[src/rtl/serial_pkg.sv]
// rtl/serial_pkg.sv - shared FSM states, parity modes and parity helper for the serial receiver
package serial_pkg;

   typedef enum logic [2:0] {
      S_IDLE  = 3'd0,
      S_START = 3'd1,
      S_DATA  = 3'd2,
      S_PAR   = 3'd3,
      S_STOP  = 3'd4,
      S_BREAK = 3'd5
   } state_t;

   localparam int PAR_NONE = 0;
   localparam int PAR_EVEN = 1;
   localparam int PAR_ODD  = 2;

   // Parity bit the line must carry so that XOR(data, pbit) matches the mode
   function automatic logic exp_parity(input logic [15:0] i_data, input int i_mode);
      return (i_mode == PAR_ODD) ? ~(^i_data) : ^i_data;
   endfunction

endpackage

[src/rtl/serial_bit_timer.sv]
// rtl/serial_bit_timer.sv - OVS-cycle down-counter with half-bit preload, emits the bit sample strobe
// With OVS = 1 the counter stays at zero and the strobe is permanently high.
module serial_bit_timer #(
   parameter int OVS = 1
)(
   input  logic clk,
   input  logic arst_n,
   input  logic i_load,
   output logic o_strobe
);

   localparam int CW   = (OVS > 1) ? $clog2(OVS) : 1;
   localparam int HALF = (OVS > 1) ? (OVS / 2) - 1 : 0;

   logic [CW-1:0] r_cnt;

   // Preload lands the first strobe OVS/2 cycles after the start edge (mid start bit)
   always_ff @(posedge clk) begin
      if (!arst_n)
         r_cnt <= '0;
      else if (i_load)
         r_cnt <= CW'(HALF);
      else if (r_cnt == '0)
         r_cnt <= CW'(OVS - 1);
      else
         r_cnt <= r_cnt - CW'(1);
   end

   assign o_strobe = (r_cnt == '0);

endmodule

[src/rtl/serial_rx_param.sv]
// rtl/serial_rx_param.sv - parametrised LSB-first async frame receiver with one-entry valid/ready output
// Optional SERIAL_RX_SYNC_EN: 2-flop synchronizer (reset high) on the line ahead of the FSM.
module serial_rx_param
   import serial_pkg::*;
#(
   parameter int DATA_W    = 8,
   parameter int PARITY    = 2,
   parameter int STOP_BITS = 1,
   parameter int OVS       = 1
)(
   input  logic              clk,
   input  logic              arst_n,
   input  logic              in,
   output logic [DATA_W-1:0] out_data,
   output logic              out_valid,
   input  logic              out_ready,
   output logic              perr,
   output logic              ferr,
   output logic              ovr_err,
   output logic              busy
);

   logic w_in;

`ifdef SERIAL_RX_SYNC_EN
   logic [1:0] r_sync;
   always_ff @(posedge clk) begin
      if (!arst_n) r_sync <= 2'b11;
      else         r_sync <= {r_sync[0], in};
   end
   assign w_in = r_sync[1];
`else
   assign w_in = in;
`endif

   state_t            r_state, w_state_next;
   logic [DATA_W-1:0] r_shift, w_shift_next;
   logic [DATA_W:0]   w_shift_in;
   logic [4:0]        r_cnt, w_cnt_next;
   logic              r_perr, w_perr_next;
   logic              r_ferr, w_ferr_next;
   logic              r_done, w_done_next;
   logic              w_timer_load, w_strobe;
   logic [DATA_W-1:0] r_out_data;
   logic              r_out_valid, r_out_perr, r_out_ferr, r_ovr;

   assign w_shift_in = {w_in, r_shift};

   serial_bit_timer #(.OVS(OVS)) u_timer (
      .clk      (clk),
      .arst_n   (arst_n),
      .i_load   (w_timer_load),
      .o_strobe (w_strobe)
   );

   always_ff @(posedge clk) begin
      if (!arst_n) begin
         r_state <= S_IDLE;
         r_shift <= '0;
         r_cnt   <= '0;
         r_perr  <= 1'b0;
         r_ferr  <= 1'b0;
         r_done  <= 1'b0;
      end else begin
         r_state <= w_state_next;
         r_shift <= w_shift_next;
         r_cnt   <= w_cnt_next;
         r_perr  <= w_perr_next;
         r_ferr  <= w_ferr_next;
         r_done  <= w_done_next;
      end
   end

   // IDLE and BREAK look at the line every cycle; the other states only on the strobe
   always_comb begin
      w_state_next = r_state;
      w_shift_next = r_shift;
      w_cnt_next   = r_cnt;
      w_perr_next  = r_perr;
      w_ferr_next  = r_ferr;
      w_done_next  = 1'b0;
      w_timer_load = 1'b0;
      case (r_state)
         S_IDLE: if (!w_in) begin
            w_timer_load = 1'b1;
            w_perr_next  = 1'b0;
            w_ferr_next  = 1'b0;
            w_cnt_next   = '0;
            w_state_next = (OVS == 1) ? S_DATA : S_START;
         end
         S_START: if (w_strobe) w_state_next = w_in ? S_IDLE : S_DATA;
         S_DATA: if (w_strobe) begin
            w_shift_next = w_shift_in[DATA_W:1];
            if (r_cnt == 5'(DATA_W - 1)) begin
               w_cnt_next   = '0;
               w_state_next = (PARITY != PAR_NONE) ? S_PAR : S_STOP;
            end else begin
               w_cnt_next = r_cnt + 5'd1;
            end
         end
         S_PAR: if (w_strobe) begin
            w_perr_next  = (w_in != exp_parity(16'(r_shift), PARITY));
            w_state_next = S_STOP;
         end
         S_STOP: if (w_strobe) begin
            w_ferr_next = r_ferr | ~w_in;
            if (r_cnt == 5'(STOP_BITS - 1)) begin
               w_done_next  = 1'b1;
               w_cnt_next   = '0;
               w_state_next = w_in ? S_IDLE : S_BREAK;
            end else begin
               w_cnt_next = r_cnt + 5'd1;
            end
         end
         S_BREAK: if (w_in) w_state_next = S_IDLE;
         default: w_state_next = S_IDLE;
      endcase
   end

   // A completed frame may replace the held one only if the slot is empty or drains this cycle
   always_ff @(posedge clk) begin
      if (!arst_n) begin
         r_out_data  <= '0;
         r_out_valid <= 1'b0;
         r_out_perr  <= 1'b0;
         r_out_ferr  <= 1'b0;
         r_ovr       <= 1'b0;
      end else begin
         r_ovr <= 1'b0;
         if (r_done) begin
            if (!r_out_valid || out_ready) begin
               r_out_data  <= r_shift;
               r_out_perr  <= r_perr;
               r_out_ferr  <= r_ferr;
               r_out_valid <= 1'b1;
            end else begin
               r_ovr <= 1'b1;
            end
         end else if (r_out_valid && out_ready) begin
            r_out_valid <= 1'b0;
         end
      end
   end

   assign out_data  = r_out_data;
   assign out_valid = r_out_valid;
   assign perr      = r_out_perr;
   assign ferr      = r_out_ferr;
   assign ovr_err   = r_ovr;
   assign busy      = (r_state != S_IDLE);

endmodule

[config.mk]
export PLATFORM = sky130hd
export DESIGN_NAME = serial_rx_param
export DESIGN_NICKNAME = d
export VERILOG_FILES = /design/src/rtl/serial_pkg.sv /design/src/rtl/serial_bit_timer.sv /design/src/rtl/serial_rx_param.sv
export SDC_FILE = /design/constraint.sdc
export NUM_CORES = 1
export LEC_CHECK = 0
export ABC_AREA = 0
export BUFFER_PORTS_ARGS = -buffer_cell sky130_fd_sc_hd__buf_2
export CAP_MARGIN = 20
export CORE_MARGIN = 1
export CORE_UTILIZATION = 50
export DETAILED_ROUTE_END_ITERATION = 8
export PLACE_DENSITY_LB_ADDON = 0.08
export REMOVE_ABC_BUFFERS = 1
export SETUP_SLACK_MARGIN = 0.3
export SLEW_MARGIN = 0
export SYNTH_ARGS = -nofsm -noshare
export SYNTH_HDL_FRONTEND = slang
export SYNTH_HIERARCHICAL = 1
export SYNTH_SLANG_ARGS = --single-unit
[constraint.sdc]
create_clock -name clk -period 4.1 [get_ports clk]
set_input_delay 0.82 -clock clk [delete_from_list [all_inputs] [get_ports clk]]
set_output_delay 0.82 -clock clk [all_outputs]
set_load 0.01 [all_outputs]
Word level (Yosys, flattened, before mapping)
Index checks and enable logic that the tools add are counted.

word-level totals
  bits in registers = 32
  input port bits = 4
  output and inout bits = 13
  logic and storage cells = 86

operators by class
  add/subtract/negate cells = 2
  equal/unequal tests = 16
  mux-type cells = 29
  bitwise gates (word level) = 6
  reduce and logical (&&, ||, !) cells = 21

operators by type and width
  operator                                              number
  2-to-1 mux 3 bit                                      9
  2-to-1 mux 5 bit                                      5
  one-hot mux 3 bit (6 select lines)                    1
  != test 2 bit (second input constant)                 8
  parity 16 bit                                         1
  one-hot mux 5 bit (3 select lines)                    1
  2-to-1 mux 1 bit                                      10
  AND reduction 2 bit                                   4
  AND reduction 8 bit                                   1
  equality test 3 x 2 -> 1 bit (second input constant)  2
  equality test 3 bit (second input constant)           2
  AND reduction 3 bit                                   2
  nonzero test 2 bit                                    3
  nonzero test 3 bit                                    2
  OR reduction 3 bit                                    2
  adder 5 x 1 -> 5 bit (second input constant)          1
  equality test 5 x 3 -> 1 bit (second input constant)  1
  zero test 5 bit                                       1
  inverter 1 bit                                        5
  one-hot mux 1 bit (2 select lines)                    2
  AND reduction 4 bit                                   1
  equality test 3 x 1 -> 1 bit (second input constant)  1
  zero test 3 bit                                       1
  2-to-1 mux 2 bit                                      1
  other kinds (7)                                       7

Logic depth before layout (Yosys ltp)
  depth in word-level cells = 5
  gate-level depth with buffers = 7

By module
Netlist, hierarchy kept.

by module, submodules not included
  module            times used  cells an instance  area an instance (sq um)  seq. area each (sq um)
  serial_rx_param   1           156                1507.7                    620.6
  serial_bit_timer  1           3                  27.5                      20.0

Least setup slack after synthesis
Ideal clock, no wire load.

  path type = input-to-reg
  start point = input in
  end point = register, netlist name r_cnt[4]
  setup time = 70 ps
  arrival = 2088 ps
  required time = 4030 ps
  slack = 1942 ps
  cell stages on the path = 6
  path buffers = 1
  cell sequence = clkbuf_1 -> nor2b_1 -> o31ai_4 -> nand2_1 -> or4_1 -> a21boi_1

RTL lines
  item                line                   text
  start: declaration  serial_rx_param.sv:13  input logic in,

Worst setup path in the final report
  start point = register r_state[1]
  end point = output busy

on the way
  word-level cells in the longest chain between the ends = 1

ends and longest elaborated chain
  item                      line                    text
  start: declaration        serial_rx_param.sv:36   state_t r_state, w_state_next;
  start signal: assignment  serial_rx_param.sv:65   r_state <= w_state_next;
  nonzero test 3 bit        serial_rx_param.sv:150  assign busy = (r_state != S_IDLE);
  end: declaration          serial_rx_param.sv:20   output logic busy

No other way between the ends.

==> impl_metrics.json <==
{
  "path_max_fanout": 9,
  "arrival_ps": 1290,
  "max_cap_violations": 0,
  "initial_core_util": 0.5414,
  "cp-startpoint": "r_state[1]",
  "core-area_sq_mm": 0.002829,
  "num_io_pins": 17,
  "area_delta_synth_final_pct": 10.62,
  "status": "complete, but fails checks",
  "drtAntennaViolNets": 0,
  "postSynthAreaPerCell_sq_um": 9.693,
  "path_clk_slew_ps": 100,
  "grt_start_max_net_pins": 32,
  "required_ps": 3280,
  "cts_resized": 0,
  "cts_root_buf": "clkbuf_4",
  "power_frac_seq": 0.475,
  "syn_area_sq_mm": 0.001531,
  "fin_crit_sh": 0.5144,
  "rr_startpoint": "r_cnt[1]",
  "p_int_mw": 0.5150,
  "ctsHoldBuffers": 0,
  "power_mw": 0.7152,
  "grt_first_pass_wirelength_um": 4388,
  "violations": "design-rule violations",
  "setup_viol": 0,
  "ff2ff_setup_slack_ps": 2030,
  "vias": 1090,
  "cts_sinks": 32,
  "antenna_cells": 0,
  "startpoint_type": "register",
  "critPathKind": "reg2out",
  "wl_per_cell_um": 12.29,
  "layout-drive-gt1-share": 0.1552,
  "dp_hpwl_um": 1769,
  "routed_via_density": 5.317,
  "grt_pass1_vias": 1001,
  "ys_warn_count": 6,
  "slew_viol_final": 0,
  "numCtsBuffers": 5,
  "vdd_drop_max_uv": 340.9,
  "power_frac_comb": 0.200,
  "worstMarginPinSlew_ps": 649.1,
  "synth_cells": 158,
  "grt_usage": 0.1801,
  "min-delay-start": "r_done",
  "tns_ps": 0,
  "die_area_sq_mm": 0.003288,
  "io_buffers": 16,
  "rows": 19,
  "skew_ps": 8.210,
  "max-slew-margin-rel": 0.5673,
  "finalHoldViolCount": 0,
  "wl_um": 2519,
  "antenna_found_initial": 0,
  "crit_chain": "or3_1 > buf_2",
  "nNetsFinal": 179,
  "clkLatencyLatePin_ps": 330,
  "cts_max_path_buffers": 2,
  "drc": 2,
  "rsz0062_at_grt": "no",
  "power_density_mw_per_mm2": 422.2,
  "p_switching_mw": 0.2003,
  "hold_class": "reg2reg",
  "critPathMaxStageDelay_ps": 410,
  "cp-end-kind": "output pin",
  "fp.dieH_um": 57.35,
  "swShare": 0.2800,
  "p_leak_nw": 0.7573,
  "drtIter0Drc": 18,
  "firstDrtPassIters": 8,
  "fin_crit_ps": 2109,
  "die_w_um": 57.35,
  "cts_tree": "yes",
  "post_cts_buffers": 0,
  "htreeDepth": 2,
  "power_frac_clock": 0.325,
  "fmax_mhz": 474.2,
  "routabilityCongestion": 0.7798,
  "grt-ovfl-total": 0,
  "slowest_stage": "dfxtp_1"
}
sequential cells by signal (all words and copies together), names as in the netlist:
register / cells
r_cnt: 5
r_ferr: 1
out_data: 8
perr: 1
out_valid: 1
r_shift: 8
r_perr: 1
ferr: 1
r_done: 1
u_timer/r_cnt: 1
r_state: 3
ovr_err: 1
critical path, delay by kind of cell (launching register included):
family | cells | cell delay [ps]
simple gates | 1 | 410
buf+inv | 1 | 150
flops | 1 | 410
routing by layer:
| layer | part of all wire | vias up | global-route usage | wire length (um) |
|---|---|---|---|---|
| met3 | 0.031 | 7 | 0.04762 | 77 |
| met2 | 0.42 | 17 | 0.2575 | 1051 |
| met1 | 0.52 | 499 | 0.2400 | 1320 |
| met5 | 0 | - | 0 | 0 |
| met4 | 0.028 | 0 | 0.1150 | 70 |
| li1 | - | 567 | - | - |
cell type report:
class | count | area, sq um
tap | 31 | 38.79
inverter | 6 | 22.52
fill | 247 | 1135
sequential | 32 | 640.6
timing repair buffer | 16 | 80.08
clock inverter | 2 | 35.03
clock buffer | 6 | 41.29
multi-input combinational | 112 | 835.8
cell usage in the layout (no fill, tap or decap), types with 2 or more instances in the layout:
master and n:
a21boi_0 3, a21boi_1 2, a21oi_1 2, and2_1 3, buf_2 16, clkbuf_4 5, dfxtp_1 32, ha_1 2
inv_1 6, mux2i_1 21, nand2_1 4, nand2b_1 2, nand3_1 6, nor2_1 8, nor2b_1 26, nor3_1 3
o21a_1 3, o21ai_0 3, xnor2_1 5
through the flow:
step                worst slack [ps]  cell area, sq um  std cells    util  hold slack [ps]
floorplan                       2121              1499        150       -            455.3
global placement                1895              1618        197  0.5719            470.7
detailed placement              1824              1618        197  0.5719            484.8
CTS                             1963              1694        205  0.5989            504.0
global route                    1906              1694        205  0.5989            515.7
finish                          1991              1694        205  0.5989            497.8
path summary, 6_finish.rpt:
path,end,cells past startpoint
min reg2reg,out_valid,1
min,out_valid,1
max,busy,2
max reg2reg,r_state[0],6
power groups by stage:
stage,clock [mW],sequential (mW),combinational (mW)
after floorplan,0,0.343,0.115
after global placement,0,0.347,0.140
after detailed placement,0,0.347,0.143
after CTS,0.241,0.340,0.144
after global routing,0.253,0.343,0.159
final,0.232,0.340,0.143
No activity file was read; power rests on OpenSTA's default activity.
